===== src/rtl/div_unit_if.sv =====
// Divider request/result bundle between EX control and div_unit.
// The master drives the request; the slave (div_unit) returns results.
interface div_unit_if #(
  parameter int WIDTH = 32
);
  logic             start;
  logic             signed_div;
  logic             annul;
  logic [WIDTH-1:0] dividend;
  logic [WIDTH-1:0] divisor;
  logic             stall;
  logic             done;
  logic [WIDTH-1:0] hi_res;
  logic [WIDTH-1:0] lo_res;

  modport master (
    output start, signed_div, annul,
    output dividend, divisor,
    input  stall, done, hi_res, lo_res
  );

  modport slave (
    input  start, signed_div, annul,
    input  dividend, divisor,
    output stall, done, hi_res, lo_res
  );
endinterface


===== src/rtl/div_unit.sv =====
// Iterative radix-2 restoring divider for MIPS DIV/DIVU.
// Quotient goes to LO, remainder to HI; stalls EX while iterating.
module div_unit #(
  parameter int WIDTH = 32
) (
  input logic      clk,
  input logic      rst,
  div_unit_if.slave bus
);

  localparam int CW = $clog2(WIDTH + 1);

  typedef enum logic [1:0] {
    IDLE,
    ON,
    FIN
  } state_t;

  state_t           r_state;
  logic [CW-1:0]    r_cnt;
  logic [WIDTH-1:0] r_rem;
  logic [WIDTH-1:0] r_quo;
  logic [WIDTH-1:0] r_dvs;
  logic [WIDTH-1:0] r_hi;
  logic [WIDTH-1:0] r_lo;
  logic             r_qneg;
  logic             r_rneg;
  logic             r_stall;
  logic             r_done;

  logic             w_neg_a;
  logic             w_neg_b;
  logic [WIDTH-1:0] w_abs_a;
  logic [WIDTH-1:0] w_abs_b;
  logic [WIDTH:0]   w_shift;
  logic             w_ge;
  logic [WIDTH-1:0] w_rem_n;
  logic [WIDTH-1:0] w_quo_n;
  logic             w_last;

  // Magnitudes of the incoming operands; unsigned ops pass through.
  assign w_neg_a = bus.signed_div & bus.dividend[WIDTH-1];
  assign w_neg_b = bus.signed_div & bus.divisor[WIDTH-1];
  assign w_abs_a = w_neg_a ? -bus.dividend : bus.dividend;
  assign w_abs_b = w_neg_b ? -bus.divisor : bus.divisor;

  // One restoring step: shift next dividend bit into the partial remainder.
  assign w_shift = {r_rem, r_quo[WIDTH-1]};
  assign w_ge    = w_shift >= {1'b0, r_dvs};
  assign w_rem_n = w_ge ? (w_shift[WIDTH-1:0] - r_dvs)
                        : w_shift[WIDTH-1:0];
  assign w_quo_n = {r_quo[WIDTH-2:0], w_ge};
  assign w_last  = r_cnt == CW'(WIDTH - 1);

  assign bus.stall  = r_stall;
  assign bus.done   = r_done;
  assign bus.hi_res = r_hi;
  assign bus.lo_res = r_lo;

  // Control FSM, datapath and registered outputs.
  always_ff @(posedge clk or posedge rst) begin
    if (rst) begin
      r_state <= IDLE;
      r_cnt   <= '0;
      r_rem   <= '0;
      r_quo   <= '0;
      r_dvs   <= '0;
      r_hi    <= '0;
      r_lo    <= '0;
      r_qneg  <= 1'b0;
      r_rneg  <= 1'b0;
      r_stall <= 1'b0;
      r_done  <= 1'b0;
    end else begin
      unique case (r_state)
        IDLE: begin
          r_done <= 1'b0;
          if (bus.start && !bus.annul) begin
            if (bus.divisor == '0) begin
              r_lo    <= '1;
              r_hi    <= bus.dividend;
              r_done  <= 1'b1;
              r_state <= FIN;
            end else begin
              r_rem   <= '0;
              r_quo   <= w_abs_a;
              r_dvs   <= w_abs_b;
              r_qneg  <= w_neg_a ^ w_neg_b;
              r_rneg  <= w_neg_a;
              r_cnt   <= '0;
              r_stall <= 1'b1;
              r_state <= ON;
            end
          end
        end
        ON: begin
          if (bus.annul) begin
            r_stall <= 1'b0;
            r_state <= IDLE;
          end else begin
            r_rem <= w_rem_n;
            r_quo <= w_quo_n;
            r_cnt <= r_cnt + CW'(1);
            if (w_last) begin
              r_lo    <= r_qneg ? -w_quo_n : w_quo_n;
              r_hi    <= r_rneg ? -w_rem_n : w_rem_n;
              r_stall <= 1'b0;
              r_done  <= 1'b1;
              r_state <= FIN;
            end
          end
        end
        FIN: begin
          r_done  <= 1'b0;
          r_state <= IDLE;
        end
        default: begin
          r_stall <= 1'b0;
          r_done  <= 1'b0;
          r_state <= IDLE;
        end
      endcase
    end
  end

endmodule


===== src/flat_wrapper.sv =====
// flat-port wrapper written by rule: the top's interface ports become plain ports
module div_unit_flat 
#(
  parameter int WIDTH = 32
)
  (clk, rst, bus_start, bus_signed_div, bus_annul, bus_dividend, bus_divisor, bus_stall, bus_done, bus_hi_res, bus_lo_res);
  div_unit_if #(.WIDTH(WIDTH)) bus_i ();
  input logic clk;
  input logic rst;
  input wire logic [$bits(bus_i.start)-1:0] bus_start;
  input wire logic [$bits(bus_i.signed_div)-1:0] bus_signed_div;
  input wire logic [$bits(bus_i.annul)-1:0] bus_annul;
  input wire logic [$bits(bus_i.dividend)-1:0] bus_dividend;
  input wire logic [$bits(bus_i.divisor)-1:0] bus_divisor;
  output wire logic [$bits(bus_i.stall)-1:0] bus_stall;
  output wire logic [$bits(bus_i.done)-1:0] bus_done;
  output wire logic [$bits(bus_i.hi_res)-1:0] bus_hi_res;
  output wire logic [$bits(bus_i.lo_res)-1:0] bus_lo_res;
  assign bus_i.start = bus_start;
  assign bus_i.signed_div = bus_signed_div;
  assign bus_i.annul = bus_annul;
  assign bus_i.dividend = bus_dividend;
  assign bus_i.divisor = bus_divisor;
  assign bus_stall = bus_i.stall;
  assign bus_done = bus_i.done;
  assign bus_hi_res = bus_i.hi_res;
  assign bus_lo_res = bus_i.lo_res;
  div_unit #(.WIDTH(WIDTH)) u_core (.clk(clk), .rst(rst), .bus(bus_i));
endmodule

===== config.mk =====
export PLATFORM = sky130hd
export DESIGN_NAME = div_unit_flat
export DESIGN_NICKNAME = d
export VERILOG_FILES = /design/src/rtl/div_unit_if.sv /design/src/rtl/div_unit.sv /design/src/flat_wrapper.sv
export SDC_FILE = /design/constraint.sdc
export NUM_CORES = 1
export LEC_CHECK = 0
export CAP_MARGIN = 20
export CORE_ASPECT_RATIO = 1.25
export CORE_MARGIN = 10
export CORE_UTILIZATION = 62
export DETAILED_ROUTE_END_ITERATION = 16
export PLACE_DENSITY_LB_ADDON = 0.12
export SYNTH_ARGS = -nofsm -noshare
export SYNTH_HDL_FRONTEND = slang
export SYNTH_SLANG_ARGS = --single-unit
export TNS_END_PERCENT = 100

===== constraint.sdc =====
create_clock -name clk -period 16.6 [get_ports clk]
set_input_delay 3.32 -clock clk [delete_from_list [all_inputs] [get_ports clk]]
set_output_delay 3.32 -clock clk [all_outputs]
set_load 0.01 [all_outputs]

==> qor.txt <==
Outcome -> completed
Place WS -> 8334 ps
Vias in the first global route -> 11.11k
Num ports -> 135
Placed Cells -> 1,860
Count of final max-slew check failures -> 0
Drt pass-1 iters -> 5
Register share of total power -> 30.3%
Layout cells sized above 1 -> 4.604%
Setup-failing EPs final -> 0
Design area -> 14,310 um^2
Post-Route Utilization -> 73.51%
Post-Syn Area -> 12,280 um^2
Initial antenna violation count -> 0
Clock Power Share -> 16.4%
Switching Share -> 45.20%
Die width -> 145.9 um
Final Cycle Share -> 45.36%
Slew Limit Headroom -> 28.51%
Clk_lat worst skew -> 440 ps
Xor/xnor share of the synthesized area -> 9.344%
Minimum clock period -> 7530 ps
Met2 usage -> 44.62%
Comb pwr share -> 53.3%
Postcts setup bufs -> 0
Fin cells -> 1,894
CTS root buffer -> clkbuf_16
Post-layout power -> 2.449 mW
P&R area growth vs syn -> 16.56%
Met3 Use GR -> 3.669%
Num CTS Buffers -> 17
Final worst slack -> 9070 ps
Routed WL per cell -> 17.96 um
CTS tree -> yes
Fillers -> 1,526
Placer Congestion -> 0.9425
Final #Nets -> 1,723
Initial Util -> 63.07%
Synth Instances -> 1,544
Seq cells post-synth -> 172
Die height -> 177.3 um
Psw -> 1.107 mW
Actual slew at the worst max-slew pin -> 1071 ps
Top_reg_cell synth -> dfrtp_1
Post-Synth Adder-Cell Area -> 3.933%
1st-iter DRT viols -> 1,020
DRC errors left -> 0
WL final -> 34,020 um
Largest net degree at the start of global routing -> 108
Total die area -> 25,870 um^2
Core footprint -> 19,470 um^2
GR peak layer -> met2
First-pass GRT wire length -> 55,200 um
Int Pwr -> 1.342 mW
Placed cell area -> 13,680 um^2
Worst hold path type -> reg2reg
CP endpoint kind -> flop
F_max -> 132.8 MHz
Crit-path max FO -> 65
Compound-Gate Fraction of Synth Area -> 24.08%
Critical path class -> in2reg
Netlist cell types -> 73
Post-DP HPWL -> 24,990 um
Routed Antenna Nets -> 0
Seq/Total Area, Yosys -> 35.05%
Multiplexer share of the synthesized area -> 2.435%
CP arrival -> 7860 ps
# rows -> 57
Met1 usage -> 31.41%
RSZ-0062 raised after global routing -> no
Grt ovf -> 0
Syn Area/Cell -> 7.953 um^2
Largest family of logic cells by synthesized area -> compound AO/OA/AOI/OAI gates
Fin Clk Skew -> 10.60 ps
Max clock buf depth -> 2
DR vias/cell -> 6.184
Num Clock Sinks -> 172
Hold slack -> 493.6 ps
CTS clk-pin slew, worst paths -> 70 ps
Max_cap viols -> 0
Routed vias -> 11.71k
R2R Setup Slk -> 10,970 ps
Hold buffer count at cts -> 0
Worst EP required -> 16,930 ps
Static Leak -> 5.923 nW
Final hold vios -> 0
Async set or reset register ratio after synthesis -> 100.0%
Storage cell area -> 4304 um^2
Resized cells post-CTS -> 0
Simple-Gate Fraction of Synth Area -> 20.42%
Footprint of the multi-input gates -> 7425 um^2
Startpoint Class -> primary input
VDD IR max -> 0.00008948 V
ANT cells -> 0
Global-route usage over all layers -> 25.56%
Pwr dens -> 171.1 nW/um^2
Htree depth -> 4
Syn Nets -> 1,651
Ys Warns -> 0
I/O Buffers -> 134
Setup TNS -> 0 ps
Number of synthesized flops with an enable pin -> 0
[metal layers]
metal,vias to the layer above,share of wire (%)
met3,71,6.3
met5,-,0
met2,451,49
met1,5529,42
met4,0,3.3
li1,5662,-
[sequential cells by signal (all words and copies together), names as in the netlist]
register and flops:
u_core.bus.done 1, u_core.bus.hi_res 32, u_core.bus.lo_res 32, u_core.bus.stall 1
u_core.r_cnt 6, u_core.r_dvs 32, u_core.r_qneg 1, u_core.r_quo 32
u_core.r_rem 32, u_core.r_rneg 1, u_core.r_state 2
[cells in the mapped netlist (4+ instances only)]
master / instances / area share, %
or4_1: 17 / 1.0
a21o_1: 7 / 0.43
mux2i_1: 22 / 1.8
nand3_1: 19 / 0.77
a211oi_1: 10 / 0.61
nor2_1: 142 / 4.3
o22ai_1: 5 / 0.25
xnor2_1: 58 / 4.1
nor3_1: 20 / 0.82
o31ai_1: 31 / 1.9
o2111ai_1: 4 / 0.29
o21a_1: 5 / 0.31
nand3b_1: 4 / 0.24
and2_1: 7 / 0.36
a31oi_1: 26 / 1.3
dfrtp_1: 172 / 35
nand4_1: 20 / 1.0
xor2_1: 73 / 5.2
o211ai_1: 12 / 0.73
mux2_2: 7 / 0.64
or3_1: 20 / 1.0
buf_2: 15 / 0.61
ha_1: 37 / 3.8
a211o_1: 4 / 0.29
nand2b_1: 18 / 0.92
clkbuf_1: 60 / 1.8
nor4_1: 17 / 0.87
o21ai_0: 176 / 7.2
nor2b_1: 8 / 0.41
o41ai_1: 11 / 0.78
nand2_1: 207 / 6.3
and3_1: 16 / 0.82
a21oi_1: 159 / 6.5
buf_1: 13 / 0.40
inv_1: 53 / 1.6
or2_2: 4 / 0.20
[kinds of logic after synthesis]
family	after synthesis
AND/OR/NAND/NOR	534
XOR/XNOR	131
multiplexers	29
adder cells (fa/ha/maj)	38
buffers and inverters	145
AO/OA/AOI/OAI	495
flip-flops	172
[power by group through the flow]
stage,registers (mW),clock network [mW],logic [mW]
2_1_floorplan,0.723,0,0.881
3_3_place_gp,0.741,0,1.24
3_5_place_dp,0.745,0,1.28
4_1_cts,0.738,0.405,1.29
5_1_grt,0.764,0.423,1.45
6_report,0.742,0.401,1.31
[placed cells by master (no fill, tap or decap), types with 22 or more instances in the layout]
| cell type | n |
|---|---|
| nor2_1 | 140 |
| ha_1 | 37 |
| clkdlybuf4s50_1 | 134 |
| xor2_1 | 73 |
| a21oi_1 | 159 |
| o31ai_1 | 31 |
| o21ai_0 | 175 |
| nand2_1 | 207 |
| a31oi_1 | 26 |
| xnor2_1 | 58 |
| mux2i_1 | 22 |
| dfrtp_1 | 172 |
| inv_1 | 51 |
[final cells by class]
type / instances / share of cell area [%]
repair buffers: 144 / 10.21
well taps: 265 / 2.317
clock inverters: 14 / 1.075
clock buffers: 18 / 2.999
flip-flops and latches: 172 / 30.07
multi-input cells: 1227 / 51.88
inverters: 54 / 1.451
[worst max-delay path: stages]
cell             delay (ps)
clkdlybuf4s50_1         480
or4_1                   620
nor4_1                  360
nand2b_1                120
or2_2                   320
nor4_2                  450
a31oi_1                 130
or4_1                   590
buf_16                  240
inv_2                   780
mux2_2                  420
[worst paths after layout]
check	endpoint	startpoint	cells after the start
hold reg to reg	u_core.bus.hi_res[1]	u_core.bus.hi_res[1]	2
setup reg to reg	u_core.bus.lo_res[28]	u_core.r_rem[17]	16
min in group asynchronous	u_core.r_quo[3]	rst	2
max in group asynchronous	u_core.r_rem[14]	rst	3
setup / recovery	u_core.bus.hi_res[8]	bus_divisor[19]	11
hold / removal	u_core.bus.hi_res[1]	u_core.bus.hi_res[1]	2
No activity file was read; power rests on OpenSTA's default activity.
